File: config.mk
export PLATFORM = sky130hd
export DESIGN_NAME = main_ctrl_fsm_flat
export DESIGN_NICKNAME = d
export VERILOG_FILES = /design/src/rtl/main_ctrl_fsm_pkg.sv /design/src/rtl/main_ctrl_fsm_if.sv /design/src/rtl/main_ctrl_fsm_mem_wait_timer.sv /design/src/rtl/main_ctrl_fsm.sv /design/src/flat_wrapper.sv
export SDC_FILE = /design/constraint.sdc
export NUM_CORES = 1
export LEC_CHECK = 0
export CAP_MARGIN = 5
export CORE_ASPECT_RATIO = 1.75
export CORE_UTILIZATION = 41
export DETAILED_ROUTE_END_ITERATION = 10
export PLACE_DENSITY = 0.87
export SLEW_MARGIN = 20
export SYNTH_ARGS = -nofsm -noshare
export SYNTH_HDL_FRONTEND = slang
export SYNTH_HIERARCHICAL = 1
export SYNTH_SLANG_ARGS = --single-unit
export TNS_END_PERCENT = 100
File: constraint.sdc
create_clock -name clk -period 2.4 [get_ports clk]
set_input_delay 0.48 -clock clk [delete_from_list [all_inputs] [get_ports clk]]
set_output_delay 0.48 -clock clk [all_outputs]
set_load 0.01 [all_outputs]
File: src/rtl/main_ctrl_fsm_pkg.sv
// Shared types and constants for the multi-cycle main control unit:
// FSM state encoding, ALU operation codes and the opcodes it decodes.
package main_ctrl_fsm_pkg;

    typedef enum logic [3:0] {
        StIdle,
        StFetch,
        StDecode,
        StExecR,
        StExecAddr,
        StExecBr,
        StMem,
        StWb,
        StTrap
    } state_e;

    typedef enum logic [1:0] {
        AluopAdd   = 2'b00,
        AluopSub   = 2'b01,
        AluopFunct = 2'b10
    } aluop_e;

    localparam logic [6:0] OpcR      = 7'b0110011;
    localparam logic [6:0] OpcLoad   = 7'b0000011;
    localparam logic [6:0] OpcStore  = 7'b0100011;
    localparam logic [6:0] OpcBranch = 7'b1100011;
    localparam logic [2:0] Funct3Beq = 3'b000;

    // Anything that is not R-type, load/store or beq is illegal.
    function automatic state_e decode_next(logic [6:0] opcode, logic [2:0] funct3);
        state_e nxt;
        nxt = StTrap;
        case (opcode)
            OpcR:              nxt = StExecR;
            OpcLoad, OpcStore: nxt = StExecAddr;
            OpcBranch:         nxt = (funct3 == Funct3Beq) ? StExecBr : StTrap;
            default:           nxt = StTrap;
        endcase
        return nxt;
    endfunction

endpackage

File: src/rtl/main_ctrl_fsm_if.sv
// Memory handshake and alu_ctrl signals between the main control unit (master)
// and the memory / ALU-control side (slave).
interface main_ctrl_fsm_if;

    logic       mem_req;
    logic       mem_we;
    logic       mem_sel_data;
    logic       mem_ready;
    logic [1:0] aluop;
    logic [3:0] inst_alu;

    modport master (
        output mem_req,
        output mem_we,
        output mem_sel_data,
        output aluop,
        output inst_alu,
        input  mem_ready
    );

    modport slave (
        input  mem_req,
        input  mem_we,
        input  mem_sel_data,
        input  aluop,
        input  inst_alu,
        output mem_ready
    );

endinterface

File: src/rtl/main_ctrl_fsm_mem_wait_timer.sv
// Memory-wait timeout: down-counter reloaded with WAIT_MAX on clear; expired_o flags
// the enabled cycle that would make the WAIT_MAX-th consecutive wait.
module main_ctrl_fsm_mem_wait_timer #(
    parameter int unsigned WAIT_MAX = 255
) (
    input  logic clk,
    input  logic rst,
    input  logic clr_i,
    input  logic en_i,
    output logic expired_o
);

    localparam int unsigned Width = $clog2(WAIT_MAX + 1);

    logic [Width-1:0] cnt_q, cnt_d;

    always_comb begin
        cnt_d = cnt_q;
        if (clr_i) begin
            cnt_d = Width'(WAIT_MAX);
        end else if (en_i) begin
            cnt_d = cnt_q - Width'(1);
        end
    end

    always_ff @(posedge clk or posedge rst) begin
        if (rst) begin
            cnt_q <= Width'(WAIT_MAX);
        end else begin
            cnt_q <= cnt_d;
        end
    end

    assign expired_o = en_i && (cnt_q == Width'(1));

endmodule

File: src/rtl/main_ctrl_fsm.sv
// Multi-cycle main control unit: sequences FETCH/DECODE/EXEC/MEM/WB, drives the
// datapath enables and alu_ctrl, times out stalled memory and counts retired instructions.
module main_ctrl_fsm
    import main_ctrl_fsm_pkg::*;
#(
    parameter int unsigned WAIT_MAX = 255
) (
    input  logic                clk,
    input  logic                rst,
    input  logic                start_i,
    input  logic [31:0]         instr_i,
    input  logic                zero_i,
    main_ctrl_fsm_if.master     bus_io,
    output logic                ir_write_o,
    output logic                pc_write_o,
    output logic                pc_src_o,
    output logic                reg_write_o,
    output logic                alu_src_o,
    output logic                mem_to_reg_o,
    output logic                busy_o,
    output logic                trap_o,
    output logic [31:0]         instret_o
);

    state_e      state_q, state_d;
    logic [31:0] instret_q, instret_d;

    logic        mem_req;
    logic        mem_we;
    logic        mem_sel_data;
    aluop_e      aluop;
    logic [3:0]  inst_alu;
    logic        in_mem_phase;
    logic        wait_expired;
    logic        is_load;
    logic        is_store;
    logic [3:0]  funct_bits;

    assign is_load    = (instr_i[6:0] == OpcLoad);
    assign is_store   = (instr_i[6:0] == OpcStore);
    assign funct_bits = {instr_i[30], instr_i[14:12]};

    // Holding the counter cleared outside FETCH/MEM gives a fresh count on every entry.
    assign in_mem_phase = (state_q == StFetch) || (state_q == StMem);

    main_ctrl_fsm_mem_wait_timer #(
        .WAIT_MAX (WAIT_MAX)
    ) u_wait_timer (
        .clk       (clk),
        .rst       (rst),
        .clr_i     (!in_mem_phase || bus_io.mem_ready),
        .en_i      (mem_req && !bus_io.mem_ready),
        .expired_o (wait_expired)
    );

    always_comb begin
        state_d      = state_q;
        instret_d    = instret_q;
        mem_req      = 1'b0;
        mem_we       = 1'b0;
        mem_sel_data = 1'b0;
        aluop        = AluopAdd;
        inst_alu     = 4'b0000;
        ir_write_o   = 1'b0;
        pc_write_o   = 1'b0;
        pc_src_o     = 1'b0;
        reg_write_o  = 1'b0;
        alu_src_o    = 1'b0;
        mem_to_reg_o = 1'b0;
        trap_o       = 1'b0;

        case (state_q)
            StIdle: begin
                if (start_i) begin
                    state_d = StFetch;
                end
            end
            StFetch: begin
                mem_req = 1'b1;
                if (bus_io.mem_ready) begin
                    ir_write_o = 1'b1;
                    pc_write_o = 1'b1;
                    state_d    = StDecode;
                end else if (wait_expired) begin
                    state_d = StTrap;
                end
            end
            StDecode: begin
                state_d = decode_next(instr_i[6:0], instr_i[14:12]);
            end
            StExecR: begin
                aluop    = AluopFunct;
                inst_alu = funct_bits;
                state_d  = StWb;
            end
            StExecAddr: begin
                alu_src_o = 1'b1;
                state_d   = StMem;
            end
            StExecBr: begin
                aluop = AluopSub;
                if (zero_i) begin
                    pc_write_o = 1'b1;
                    pc_src_o   = 1'b1;
                end
                instret_d = instret_q + 32'd1;
                state_d   = StFetch;
            end
            StMem: begin
                mem_req      = 1'b1;
                mem_sel_data = 1'b1;
                alu_src_o    = 1'b1;
                mem_we       = is_store;
                if (bus_io.mem_ready) begin
                    if (is_store) begin
                        instret_d = instret_q + 32'd1;
                        state_d   = StFetch;
                    end else begin
                        state_d = StWb;
                    end
                end else if (wait_expired) begin
                    state_d = StTrap;
                end
            end
            StWb: begin
                reg_write_o  = 1'b1;
                mem_to_reg_o = is_load;
                aluop        = is_load ? AluopAdd : AluopFunct;
                inst_alu     = funct_bits;
                instret_d    = instret_q + 32'd1;
                state_d      = StFetch;
            end
            StTrap: begin
                trap_o = 1'b1;
            end
            default: begin
                state_d = StTrap;
            end
        endcase
    end

    always_ff @(posedge clk or posedge rst) begin
        if (rst) begin
            state_q   <= StIdle;
            instret_q <= 32'd0;
        end else begin
            state_q   <= state_d;
            instret_q <= instret_d;
        end
    end

    assign bus_io.mem_req      = mem_req;
    assign bus_io.mem_we       = mem_we;
    assign bus_io.mem_sel_data = mem_sel_data;
    assign bus_io.aluop        = aluop;
    assign bus_io.inst_alu     = inst_alu;

    assign busy_o    = (state_q != StIdle) && (state_q != StTrap);
    assign instret_o = instret_q;

    logic unused_instr;
    assign unused_instr = ^{instr_i[31], instr_i[29:15], instr_i[11:7]};

endmodule

File: src/flat_wrapper.sv
// flat-port wrapper written by rule: the top's interface ports become plain ports
module main_ctrl_fsm_flat import main_ctrl_fsm_pkg::*;
#(
    parameter int unsigned WAIT_MAX = 255
)
  (clk, rst, start_i, instr_i, zero_i, ir_write_o, pc_write_o, pc_src_o, reg_write_o, alu_src_o, mem_to_reg_o, busy_o, trap_o, instret_o, bus_io_mem_req, bus_io_mem_we, bus_io_mem_sel_data, bus_io_aluop, bus_io_inst_alu, bus_io_mem_ready);
  main_ctrl_fsm_if bus_io_i ();
  input  logic clk;
  input  logic rst;
  input  logic start_i;
  input  logic [31:0] instr_i;
  input  logic zero_i;
  output logic ir_write_o;
  output logic pc_write_o;
  output logic pc_src_o;
  output logic reg_write_o;
  output logic alu_src_o;
  output logic mem_to_reg_o;
  output logic busy_o;
  output logic trap_o;
  output logic [31:0] instret_o;
  output wire logic [$bits(bus_io_i.mem_req)-1:0] bus_io_mem_req;
  output wire logic [$bits(bus_io_i.mem_we)-1:0] bus_io_mem_we;
  output wire logic [$bits(bus_io_i.mem_sel_data)-1:0] bus_io_mem_sel_data;
  output wire logic [$bits(bus_io_i.aluop)-1:0] bus_io_aluop;
  output wire logic [$bits(bus_io_i.inst_alu)-1:0] bus_io_inst_alu;
  input wire logic [$bits(bus_io_i.mem_ready)-1:0] bus_io_mem_ready;
  assign bus_io_mem_req = bus_io_i.mem_req;
  assign bus_io_mem_we = bus_io_i.mem_we;
  assign bus_io_mem_sel_data = bus_io_i.mem_sel_data;
  assign bus_io_aluop = bus_io_i.aluop;
  assign bus_io_inst_alu = bus_io_i.inst_alu;
  assign bus_io_i.mem_ready = bus_io_mem_ready;
  main_ctrl_fsm #(.WAIT_MAX(WAIT_MAX)) u_core (.clk(clk), .rst(rst), .start_i(start_i), .instr_i(instr_i), .zero_i(zero_i), .bus_io(bus_io_i), .ir_write_o(ir_write_o), .pc_write_o(pc_write_o), .pc_src_o(pc_src_o), .reg_write_o(reg_write_o), .alu_src_o(alu_src_o), .mem_to_reg_o(mem_to_reg_o), .busy_o(busy_o), .trap_o(trap_o), .instret_o(instret_o));
endmodule
Yosys cells after proc, flatten, opt, wreduce, memory -nomap -nowiden
Index checks and enable logic that the tools add are counted.
{ "word_totals": {"register_bits": 44, "in_bits": 37, "out_inout_bits": 49, "word_cells": 70} }
{ "op_classes": {"n_addsub": 2, "n_eq_ne": 17, "muxes": 28, "n_bitwise": 1, "reduce_logical": 19} }
{ "ops": {"columns": ["cell", "count"], "rows": [
  ["two-way mux 32 bit", 2],
  ["one-hot mux 32 bit (2 select lines)", 1],
  ["adder 32 x 1 -> 32 bit, second input constant", 1],
  ["one-hot mux 4 bit (8 select lines)", 1],
  ["two-way mux 4 bit", 6],
  ["equality test 4 x 3 -> 1 bit, second input constant", 4],
  ["two-way mux 8 bit", 2],
  ["equality test 7 x 6 -> 1 bit, second input constant", 2],
  ["one-hot mux 4 bit (3 select lines)", 1],
  ["two-way mux 1 bit", 11],
  ["OR reduction 2 bit", 5],
  ["equality test 4 x 2 -> 1 bit, second input constant", 2],
  ["equality test 8 x 1 -> 1 bit, second input constant", 1],
  ["subtractor 8 x 1 -> 8 bit, second input constant", 1],
  ["equality test 7 x 2 -> 1 bit, second input constant", 1],
  ["equality test 7 bit, second input constant", 1],
  ["one-hot mux 2 bit (3 select lines)", 1],
  ["equality test 4 x 1 -> 1 bit, second input constant", 1],
  ["equality test 4 bit, second input constant", 1],
  ["zero test 4 bit", 1],
  ["inequality test 2 bit, second input constant", 2],
  ["inequality test 4 bit, second input constant", 1],
  ["nonzero test 2 bit", 2],
  ["nonzero test 4 bit", 1],
  ["other kinds (11)", 15]
]} }

Depth between registers and ports, before layout
Gate-level depths: netlist of run 1.
{ "logic_depth": {"ltp_word": 8, "depth_mapped": 11, "mapped_depth_nobuf": 10} }

By module
Netlist of run 1, hierarchy kept.
{ "modules_own_cells": {"columns": ["mod", "n_inst", "cells_each", "area_each_um2", "seq_area_each_um2"], "rows": [
  ["main_ctrl_fsm", 1, 203, 1956.9, 900.9],
  ["main_ctrl_fsm_mem_wait_timer", 1, 42, 436.7, 210.2]
]} }

Worst setup path before layout of run 1
Ideal clock, no wire load.
{ "synth_path": {"kind": "register to register", "start": "register u_core.state_q[2]", "end": "register u_core.state_q[0]", "setup_ns": 0.129, "arrival_ns": 2.707, "required_time_ns": 2.271, "setup_slack_ns": -0.436, "path_stages_with_launch": 12, "path_buffers": 1, "period_less_slack_ns": 2.836, "path_cell_list": "dfrtp_1 > clkbuf_1 > nor2_1 > nand2_1 > a21oi_1 > nor2b_1 > or4bb_2 > nor2_1 > o21ai_0 > a22o_1 > a221oi_1 > nor3_1"} }
{ "synth_between": {"elab_chain_len": 8, "elab_cells_between_ends": 21, "cone_classes": "eq/ne: 9; mux: 5; bitwise: 1; reduce/logical: 6"} }
{ "synth_lines": {"columns": ["item", "line", "source"], "rows": [
  ["start, declared", "main_ctrl_fsm.sv:25", "state_e state_q, state_d;"],
  ["start signal, assigned", "main_ctrl_fsm.sv:144", "state_q <= StIdle;"],
  ["start signal, assigned", "main_ctrl_fsm.sv:147", "state_q <= state_d;"],
  ["equality test 4 x 3 -> 1 bit or equality test 4 x 1 -> 1 bit (tied branches)", "main_ctrl_fsm.sv:72", "case (state_q)"],
  ["OR reduction 2 bit (no line) *", null, null],
  ["two-way mux 1 bit *", "main_ctrl_fsm.sv:72", null],
  ["net bus_io_mem_req", "flat_wrapper.sv:22", "output wire logic [$bits(bus_io_i.mem_req)-1:0] bus_io_mem_req;"],
  ["logical AND 1 bit *", "main_ctrl_fsm.sv:52", ".en_i (mem_req && !bus_io.mem_ready),"],
  ["logical AND 1 bit *", "main_ctrl_fsm_mem_wait_timer.sv:34", "assign expired_o = en_i && (cnt_q == Width'(1));"],
  ["net u_core.wait_expired", "main_ctrl_fsm.sv:34", "logic wait_expired;"],
  ["two-way mux 4 bit *", null, null],
  ["two-way mux 4 bit (on tied branches)", null, null],
  ["one-hot mux 4 bit (8 select lines) *", "main_ctrl_fsm.sv:72", null]
]} }
Mark *: on every way through the listed nets, which the timed path passes. The rest lies on a longest branch.
A chain may end at the register's enable or synchronous reset.

Worst setup path in the final report of run 1
{ "layout_path": {"start": "register u_core.state_q[0]", "end": "register u_core.state_q[0]"} }
{ "layout_between": {"elab_chain_len": 8, "elab_cells_between_ends": 21, "cone_classes": "eq/ne: 9; mux: 5; bitwise: 1; reduce/logical: 6"} }
{ "layout_lines": {"columns": ["item", "line"], "rows": [
  ["equality test 4 x 3 -> 1 bit or equality test 4 x 1 -> 1 bit (tied branches)", "main_ctrl_fsm.sv:72"],
  ["OR reduction 2 bit (no line) *", null],
  ["two-way mux 1 bit *", "main_ctrl_fsm.sv:72"],
  ["logical AND 1 bit *", "main_ctrl_fsm.sv:52"],
  ["logical AND 1 bit *", "main_ctrl_fsm_mem_wait_timer.sv:34"],
  ["net u_core.wait_expired", "main_ctrl_fsm.sv:34"],
  ["two-way mux 4 bit *", null],
  ["two-way mux 4 bit (on tied branches)", null],
  ["one-hot mux 4 bit (8 select lines) *", "main_ctrl_fsm.sv:72"]
]} }
Marked as above.

==> results of run 1 <==
## kinds of logic (layout without fill, tap and decap cells)
| logic type | after synthesis | after routing | synth area share |
|---|---|---|---|
| AO/OA/AOI/OAI | 21 | 21 | 0.0575 |
| XOR/XNOR | 32 | 32 | 0.120 |
| adder cells (fa/ha/maj) | 3 | 3 | 0.0157 |
| buffers and inverters | 15 | 114 | 0.0277 |
| flip-flops | 44 | 44 | 0.464 |
| multiplexers | 2 | 2 | 0.00889 |
| AND/OR/NAND/NOR | 128 | 128 | 0.306 |
## sequential cells by signal (all words and copies together) (netlist names)
| register | cells |
|---|---|
| u_core/u_wait_timer/cnt_q | 8 |
| u_core/instret_o | 32 |
| u_core/state_q | 4 |
## through the flow
| stage | utilization | TNS (ns) | std cells |
|---|---|---|---|
| final | 0.624 | 0 | 420 |
| after floorplan | - | 0 | 245 |
| after global placement | 0.597 | -1.89 | 406 |
| after detailed placement | 0.597 | -2.06 | 406 |
| after CTS | 0.615 | -0.0348 | 416 |
| after global routing | 0.624 | -0.165 | 420 |
## critical path, cell delays in order, from the launching register on
cell	delay, ns
dfrtp_2	0.41
buf_6	0.14
nand3b_1	0.21
a21oi_2	0.20
nor2b_4	0.16
or4bb_4	0.47
nor2_4	0.11
o21ai_2	0.06
a22o_1	0.26
a221oi_2	0.17
nor3_1	0.07
## power by group through the flow
stage               clock, µW  combinational, µW  sequential (µW)
floorplan                   0               22.6              759
global placement            0               66.7              759
detailed placement          0               68.1              759
CTS                       463               68.9              745
global route              481               76.5              745
finish                    449               69.0              745
## synthesized netlist by cell type (2+ instances only)
cell type / number
xnor2_1: 22
nor3_1: 11
dfrtp_1: 36
nand2_1: 26
clkbuf_1: 3
ha_1: 3
a21o_1: 3
a21oi_1: 3
nor2b_1: 6
and2_1: 2
and4bb_2: 2
nand3_1: 12
nand3b_1: 3
buf_2: 2
xor2_1: 9
o21ai_0: 6
dfstp_2: 8
nand4_1: 11
nor4_1: 7
nor2_1: 16
or3_1: 5
nand2b_1: 5
nand4bb_1: 3
inv_1: 9
and3_1: 8
## area by class of cell
cell class / instances / share of cell area
well taps: 76 / 0.0273
clock inverters: 1 / 0.00144
repair buffers: 97 / 0.253
flip-flops and latches: 44 / 0.320
multi-input cells: 186 / 0.367
clock buffers: 7 / 0.0219
inverters: 9 / 0.00970
## path summary, 6_finish.rpt
check / start / end / slack, ns
hold / removal: u_core/instret_o[21]$_DFFE_PP0P_ / u_core/instret_o[21]$_DFFE_PP0P_ / 0.50
min in group asynchronous: rst / u_core/instret_o[13]$_DFFE_PP0P_ / 0.60
hold reg to reg: u_core/instret_o[21]$_DFFE_PP0P_ / u_core/instret_o[21]$_DFFE_PP0P_ / 0.50
max in group asynchronous: rst / u_core/state_q[1]$_DFFE_PP0P_ / 1.43
setup reg to reg: u_core/state_q[0]$_DFFE_PP0P_ / u_core/state_q[0]$_DFFE_PP0P_ / 0.04
setup / recovery: u_core/state_q[0]$_DFFE_PP0P_ / u_core/state_q[0]$_DFFE_PP0P_ / 0.04
## routing by layer
| metal | track usage | up-vias | share of wire |
|---|---|---|---|
| li1 | - | 1063 | - |
| met1 | 0.217 | 1072 | 0.37 |
| met2 | 0.393 | 69 | 0.55 |
| met3 | 0.0414 | 14 | 0.043 |
| met4 | 0.104 | 0 | 0.033 |
| met5 | 0 | - | 0 |
## repair_timing
item                       4_1_cts  5_1_grt
setup endpoints to repair        5       12
buffers inserted                 2        4
resized for setup               10       17
pin swaps                        0        5
==> impl_metrics.yaml, run 1 <==
drt:
  drc: 0
  drt_first_iter_violations: 75
  wirelength_mm: 5.97
  dr.pass1.iters: 4
  routedWlPerCell_um: 14.2
  drtAntennaViolNets: 0
  vias_per_cell: 5.28
  num_vias: 2218
power:
  seqPwrFrac: 0.590
  p_int_uw: 985
  fin_total_pwr_uw: 1260
  leakage_uw: 0.00154
  swShare: 0.220
  p_clk_frac: 0.356
  cellPowerDensity_nw_per_um2: 363
  switchingPower_uw: 278
  ir_drop_mv: 0.226
  pwr-share-comb: 0.055
sta:
  setup_viol: 0
  finalHoldViolCount: 0
  finalCritPeriodShare: 0.982
  hold-worst-slack_ns: 0.495
  slew_headroom: 0.700
  max_freq_mhz: 424
  fin_crit_ns: 2.36
  finalMaxSlewViolations: 0
  setup_slack_ns: 0.0441
  worst_pin_slew_ns: 0.447
  fin_worst_skew_ns: 0.00954
  rsz0062_at_grt: "yes"
placed_design:
  dp_hpwl_mm: 4.54
  dp_slack_ns: -0.354
  place_area_um2: 3330
  place.port_buffers: 64
  routabilityCongestion: 0.868
critical_path:
  end_kind: "flop"
  worstSetupStartpointType: "flop"
  crit_arrival_ns: 2.53
  cp_max_fo: 7
  critical_path_class: "flop to flop"
  ff2ff_path_depth: 10
  cp.required_ns: 2.58
final_layout:
  ff_latch_area_um2: 1120
  design_area_um2: 3480
  antenna_cells: 0
  multi_input_area_um2: 1280
  drive_gt1_frac: 0.218
  layout_commonest_cell: "clkdlybuf4s50_1"
  nets: 383
  fill_cells: 493
  mostFrequentLayoutCells: "57 x clkdlybuf4s50_1, 32 x buf_4, 32 x dfrtp_1"
  synthToLayoutAreaGrowth_pct: 45.5
cts:
  cts.sinks: 44
  clock_path_buffers: 2
  cts_buffers: 5
  hold_buffers: 0
  cts_root_buf: "clkbuf_8"
  cts_max_level: 2
  clkLatencyLatePin_ns: 0.30
  cts_tree: "yes"
  path_clk_slew_ns: 0.08
synth:
  seq_area_frac_synth: 0.464
  synth_nets: 285
  ys_seq_elements: 44
  yosysWarningCount: 6
  avgSynthCellArea_um2: 9.77
  yosys.area.top_type_share: 0.376
  synth_edf_count: 0
  synth_cells: 245
  yosys-top-cells-area: "dfrtp_1 38%, dfstp_2 8.8%, xnor2_1 8.1%, nand2_1 4.1%, xor2_1 3.3%"
  synth_largest_area_cell: "dfrtp_1"
  synth_area_um2: 2390
  synthFlopType: "dfrtp_1"
  synthArstFlopShare: 1.00
  synth.distinct_cells: 49
grt:
  antenna_found_initial: 0
  grt_pass1_wl_mm: 9.89
  grt_overflow: 0
  grt_max_degree: 37
  grt_util_all_layers: 0.211
  grt_pass1_vias: 2244
flow_run:
  maxCapViolations: 0
run_status:
  outcome: "completed"
die:
  die_x_um: 59.8
  start_util: 0.429
  io_pins: 86
  dieArea_um2: 6160
  num_rows: 36
  fp.dieH_um: 103
  core-area_um2: 5590
worst_hold_path:
  hold_path.class: "flop to flop"
  hold_depth: 1
(Power assumes the default switching activity.)
==> run 2: changes to the inputs <==
ABC_AREA = 1   (was not set)
CORE_UTILIZATION = 44   (was 41)
HOLD_SLACK_MARGIN = 0.06   (was not set)
==> run 2 against run 1 <==
Against the previous run:
- clock-buffer cell count unchanged
- synthesized cell count up 99%
- routed wire length up 38%
- sequential power about the same
- design area up 14%
- global-route usage up 2.8 points
- fmax about the same
- sequential share of layout area down 4.1 points
- setup slack worse by 0.00083 ns
- critical endpoint is now trap_o
- highest routed layer unchanged
==> impl_metrics.yaml, run 2 <==
die:
  dieArea_um2: 7320
  start_util: 0.462
  fp.dieH_um: 112
  io_pins: 86
  core-area_um2: 6640
  die_x_um: 65.1
  num_rows: 39
grt:
  grt_util_all_layers: 0.240
  grt_max_degree: 37
  antenna_found_initial: 0
  grt_overflow: 0
  grt_pass1_vias: 3248
  grt_pass1_wl_mm: 13.7
placed_design:
  dp_hpwl_mm: 6.17
  dpl.cell_count: 636
  place.port_buffers: 64
  routabilityCongestion: 0.964
synth:
  yosys-top-cells-area: "dfrtp_1 29%, nand2_1 26%, nor2_1 10%, dfstp_2 6.9%, inv_1 5.8%"
  synth_nets: 528
  avgSynthCellArea_um2: 6.28
  synth_largest_area_cell: "dfrtp_1"
  seq_area_frac_synth: 0.362
  yosys.area.top_type_share: 0.294
  synth_cells: 488
  ys_seq_elements: 44
  synth.distinct_cells: 29
  yosysWarningCount: 6
  synth_area_um2: 3070
  yosys.cell_count.top_type: "nand2_1"
  synthFlopType: "dfrtp_1"
  synthArstFlopShare: 1.00
  synth_edf_count: 0
  synthTopCellsByCount: "213 x nand2_1, 83 x nor2_1, 47 x inv_1"
sta:
  finalHoldViolCount: 0
  fin_crit_ns: 2.36
  finalCritPeriodShare: 0.982
  rsz0062_at_grt: "yes"
  setup_viol: 0
  finalMaxSlewViolations: 0
  max_freq_mhz: 424
  worst_pin_slew_ns: 0.485
  fin_worst_skew_ns: 0.00403
  slew_headroom: 0.677
critical_path:
  worst_path_max_delay_cell: "clkdlybuf4s50_1"
  cp.required_ns: 1.92
  crit_path_max_incr_delay_ns: 0.55
  r2r_setup_slack_ns: 0.31
  cp_common_cell: "nor2_1"
  worstReg2RegStart: "u_core/state_q[3]$_DFFE_PP0P_"
  path_buf_inv: 1
  end_kind: "output pin"
  path_cells: "nor2_1 > nand2_1 > nor2_1 > clkdlybuf4s50_1"
  r2r-end: "u_core/state_q[0]$_DFFE_PP0P_"
  crit_cells: 4
  cp_max_fo: 7
  crit_arrival_ns: 1.88
  worstSetupStartpointType: "flop"
  critPathTopFamily: "simple AND/OR/NAND/NOR gates"
  critical_path_class: "flop to output pin"
  ff2ff_path_depth: 14
drt:
  wirelength_mm: 8.27
  drtAntennaViolNets: 0
  num_vias: 3356
  dr.pass1.iters: 5
  drt_first_iter_violations: 246
  drc: 0
  vias_per_cell: 5.21
  routedWlPerCell_um: 12.8
cts:
  cts_root_buf: "clkbuf_16"
  path_clk_slew_ns: 0.06
  cts_tree: "yes"
  cts_buffers: 5
  clock_path_buffers: 2
  cts_max_level: 2
  cts.sinks: 44
  clkLatencyLatePin_ns: 0.29
worst_hold_path:
  hold_path.class: "flop to flop"
  holdPathEnd: "u_core/u_wait_timer/cnt_q[5]$_DFFE_PP1P_"
  min-delay-start: "u_core/u_wait_timer/cnt_q[5]$_DFFE_PP1P_"
  hold_depth: 2
run_status:
  outcome: "completed"
power:
  leakage_uw: 0.00184
  ir_drop_mv: 0.387
  fin_total_pwr_uw: 1460
  cellPowerDensity_nw_per_um2: 367
final_layout:
  antenna_cells: 0
  final_util: 0.599
  fin_cells: 644
  largest_register_ffs: 32
  mostFrequentLayoutCells: "213 x nand2_1, 79 x nor2_1, 62 x clkdlybuf4s50_1"
  synthToLayoutAreaGrowth_pct: 29.7
  nets: 601
  layout_commonest_cell: "nand2_1"
  drive_gt1_frac: 0.0836
flow_run:
  maxCapViolations: 0
[run 2: routing by layer]
| metal | part of all wire | track usage | wire length (µm) | up-vias |
|---|---|---|---|---|
| li1 | - | - | - | 1634 |
| met1 | 0.36 | 0.245 | 2950 | 1541 |
| met2 | 0.54 | 0.436 | 4430 | 150 |
| met3 | 0.057 | 0.0386 | 475 | 31 |
| met4 | 0.049 | 0.152 | 406 | 0 |
| met5 | 0 | 0 | 0 | - |
[run 2: how the worst max path moves through the flow]
stage                                        startpoint                             to  slack, ns
final                     u_core/state_q[0]$_DFFE_PP0P_                         trap_o       0.04
after CTS                 u_core/state_q[0]$_DFFE_PP0P_                bus_io_aluop[1]      0.003
after detailed placement                     instr_i[5]                  bus_io_mem_we       0.04
after floorplan           u_core/state_q[3]$_DFFE_PP0P_  u_core/state_q[1]$_DFFE_PP0P_       0.26
after global placement                       instr_i[5]                  bus_io_mem_we       0.04
after global routing      u_core/state_q[2]$_DFFE_PP0P_                     pc_write_o      -0.07
[run 2: worst min-delay path, stage by stage, from the launching register on]
cell and delay, ns:
dfstp_2 0.37, o21ai_1 0.06, nand2_1 0.06
[run 2: logic make-up (layout without fill, tap and decap cells)]
kind of cell | after synthesis | after routing | share of synthesized area
XOR/XNOR | 16 | 16 | 0.0457
adder cells (fa/ha/maj) | 3 | 3 | 0.0122
flip-flops | 44 | 44 | 0.362
buffers and inverters | 58 | 132 | 0.0816
AND/OR/NAND/NOR | 348 | 348 | 0.466
AO/OA/AOI/OAI | 19 | 19 | 0.0322
[run 2: repair_timing]
action                     4_1_cts  5_1_grt
hold buffers                     0        0
setup endpoints to repair        1        9
cloned                           0        0
resized for setup                1        7
buffers inserted                 0        0
[run 2: final cells by class]
| class | instances | area [µm²] |
|---|---|---|
| Fill cell | 655 | 2660 |
| Multi-Input combinational cell | 386 | 1730 |
| Tap cell | 82 | 103 |
| Timing Repair Buffer | 71 | 698 |
| Inverter | 53 | 201 |
| Sequential cell | 44 | 1110 |
| Clock buffer | 7 | 133 |
| Clock inverter | 1 | 5.00 |
[run 2: through the flow]
stage / TNS, ns / hold WS (ns) / cell area [µm²] / setup slack, ns
2_1_floorplan: 0 / 0.462 / 3070 / 0.261
6_report: 0 / 0.487 / 3980 / 0.0433
3_3_place_gp: 0 / 0.472 / 3810 / 0.0360
5_1_grt: -0.169 / 0.529 / 3980 / -0.0748
3_5_place_dp: 0 / 0.477 / 3810 / 0.0405
4_1_cts: 0 / 0.488 / 3950 / 0.00300
[run 2: power by group]
group / leakage, µW / internal [µW] / switching [µW]
combinational: 0.00119 / 28.5 / 28.9
sequential: 0.000577 / 743 / 0
clock: 0.0000679 / 385 / 276
total: 0.00184 / 1160 / 305
==> run 3: changes to the inputs <==
CELL_PAD_IN_SITES_DETAIL_PLACEMENT = 0   (was not set)
CELL_PAD_IN_SITES_GLOBAL_PLACEMENT = 1   (was not set)
CORE_UTILIZATION = 30   (was 44)
==> run 3 against run 2 <==
Against the previous run:
- hold slack improved by 0.0057 ns
- routed wire length up 6.2%
- clock skew up 0.00095 ns
- register-to-register slack improved by 0.06 ns
- sequential share of layout area fell by 0.74 points
- clock power grew 27%
- critical endpoint unchanged
- highest routed layer unchanged
==> impl_metrics.yaml, run 3 (synthesis results as in run 2) <==
run_status:
  outcome: "completed"
die:
  core-area_um2: 9910
  dieArea_um2: 10600
  die_x_um: 78.4
  fp.dieH_um: 136
  num_rows: 48
  start_util: 0.309
  io_pins: 86
final_layout:
  largest_register_ffs: 32
  fill_cells: 1076
  layout_commonest_cell: "nand2_1"
  synthToLayoutAreaGrowth_pct: 33.2
  final_util: 0.412
  nets: 604
  fin_cells: 690
  drive_gt1_frac: 0.0867
  antenna_cells: 0
  mostFrequentLayoutCells: "213 x nand2_1, 80 x nor2_1, 61 x clkdlybuf4s50_1"
critical_path:
  critical_path_class: "flop to output pin"
  crit_path_max_incr_delay_ns: 0.56
  cp_max_fo: 7
  path_cells: "nor2_1 > nand2_1 > nor2_1 > clkdlybuf4s50_1"
  worst_path_max_delay_cell: "clkdlybuf4s50_1"
  worstReg2RegStart: "u_core/state_q[3]$_DFFE_PP0P_"
  end_kind: "output pin"
  cp-startpoint: "u_core/state_q[0]$_DFFE_PP0P_"
  cp.required_ns: 1.92
  cp_common_cell: "nor2_1"
  crit_arrival_ns: 1.91
  worstSetupStartpointType: "flop"
placed_design:
  dp_hpwl_mm: 6.78
  dp_slack_ns: 0.0231
  routabilityCongestion: 0.880
  place.port_buffers: 64
  dpl.cell_count: 682
sta:
  hold-worst-slack_ns: 0.492
  rsz0062_at_grt: "yes"
  fin_crit_ns: 2.39
  finalCritPeriodShare: 0.995
  finalMaxSlewViolations: 0
  finalHoldViolCount: 0
  worst_pin_slew_ns: 0.458
  setup_slack_ns: 0.0129
  slew_headroom: 0.695
  fin_worst_skew_ns: 0.00498
  setup_viol: 0
  max_freq_mhz: 419
cts:
  post-cts-setup-buffers: 0
  hold_buffers: 0
  cts-resized-gates: 2
  cts_root_buf: "clkbuf_16"
  cts_tree: "yes"
  cts_max_level: 2
  path_clk_slew_ns: 0.06
  clkLatencyLatePin_ns: 0.29
  clock_path_buffers: 2
  cts_buffers: 5
  cts.sinks: 44
drt:
  drtAntennaViolNets: 0
  drc: 0
  dr.pass1.iters: 4
  routedWlPerCell_um: 12.7
  drt_first_iter_violations: 131
  vias_per_cell: 4.66
  num_vias: 3217
  wirelength_mm: 8.78
power:
  leakage_uw: 0.00188
  fin_total_pwr_uw: 1640
  cellPowerDensity_nw_per_um2: 401
  ir_drop_mv: 0.264
worst_hold_path:
  min-delay-start: "u_core/u_wait_timer/cnt_q[7]$_DFFE_PP1P_"
  hold_path.class: "flop to flop"
grt:
  grt_max_degree: 37
  antenna_found_initial: 0
  grt_overflow: 0
  grt_util_all_layers: 0.175
  grt_pass1_wl_mm: 14.5
  grt_pass1_vias: 3201
flow_run:
  maxCapViolations: 0
## run 3: layout make-up
cell class	instances	area (µm²)	share of cell area
clock buffers	7	153	0.0374
clock inverters	1	30.0	0.00735
inverters	53	201	0.0493
multi-input cells	386	1710	0.419
flip-flops and latches	44	1110	0.272
well taps	125	156	0.0383
repair buffers	74	719	0.176
## run 3: per-stage QoR
stage / instance area (µm²) / setup TNS [ns]
4_1_cts: 4070 / 0
3_3_place_gp: 3890 / 0
3_5_place_dp: 3890 / 0
5_1_grt: 4080 / -0.319
2_1_floorplan: 3070 / 0
6_report: 4080 / 0
## run 3: final timing paths
path | endpoint | slack (ns) | depth (start not counted)
max in group asynchronous | u_core/instret_o[3]$_DFFE_PP0P_ | 1.44 | 3
hold reg to reg | u_core/u_wait_timer/cnt_q[7]$_DFFE_PP1P_ | 0.49 | 2
hold / removal | u_core/u_wait_timer/cnt_q[7]$_DFFE_PP1P_ | 0.49 | 2
setup reg to reg | u_core/state_q[0]$_DFFE_PP0P_ | 0.37 | 15
setup / recovery | trap_o | 0.01 | 4
min in group asynchronous | u_core/instret_o[23]$_DFFE_PP0P_ | 0.63 | 3
## run 3: critical path, delay by kind of cell (launching register included)
| family | cells | cell delay [ns] |
|---|---|---|
| buffers and inverters | 1 | 0.56 |
| AND/OR/NAND/NOR | 3 | 0.57 |
| flip-flops | 1 | 0.49 |
## run 3: metal layers
metal  track usage  share of wire
met2         0.352           0.55
met1         0.166           0.37
met4        0.0751          0.026
met5             0              0
met3        0.0316          0.050
## run 3: power breakdown
| group | switching [µW] | internal, µW | total, µW |
|---|---|---|---|
| combinational | 28.3 | 28.3 | 56.6 |
| clock | 290 | 548 | 838 |
| sequential | 0 | 742 | 742 |
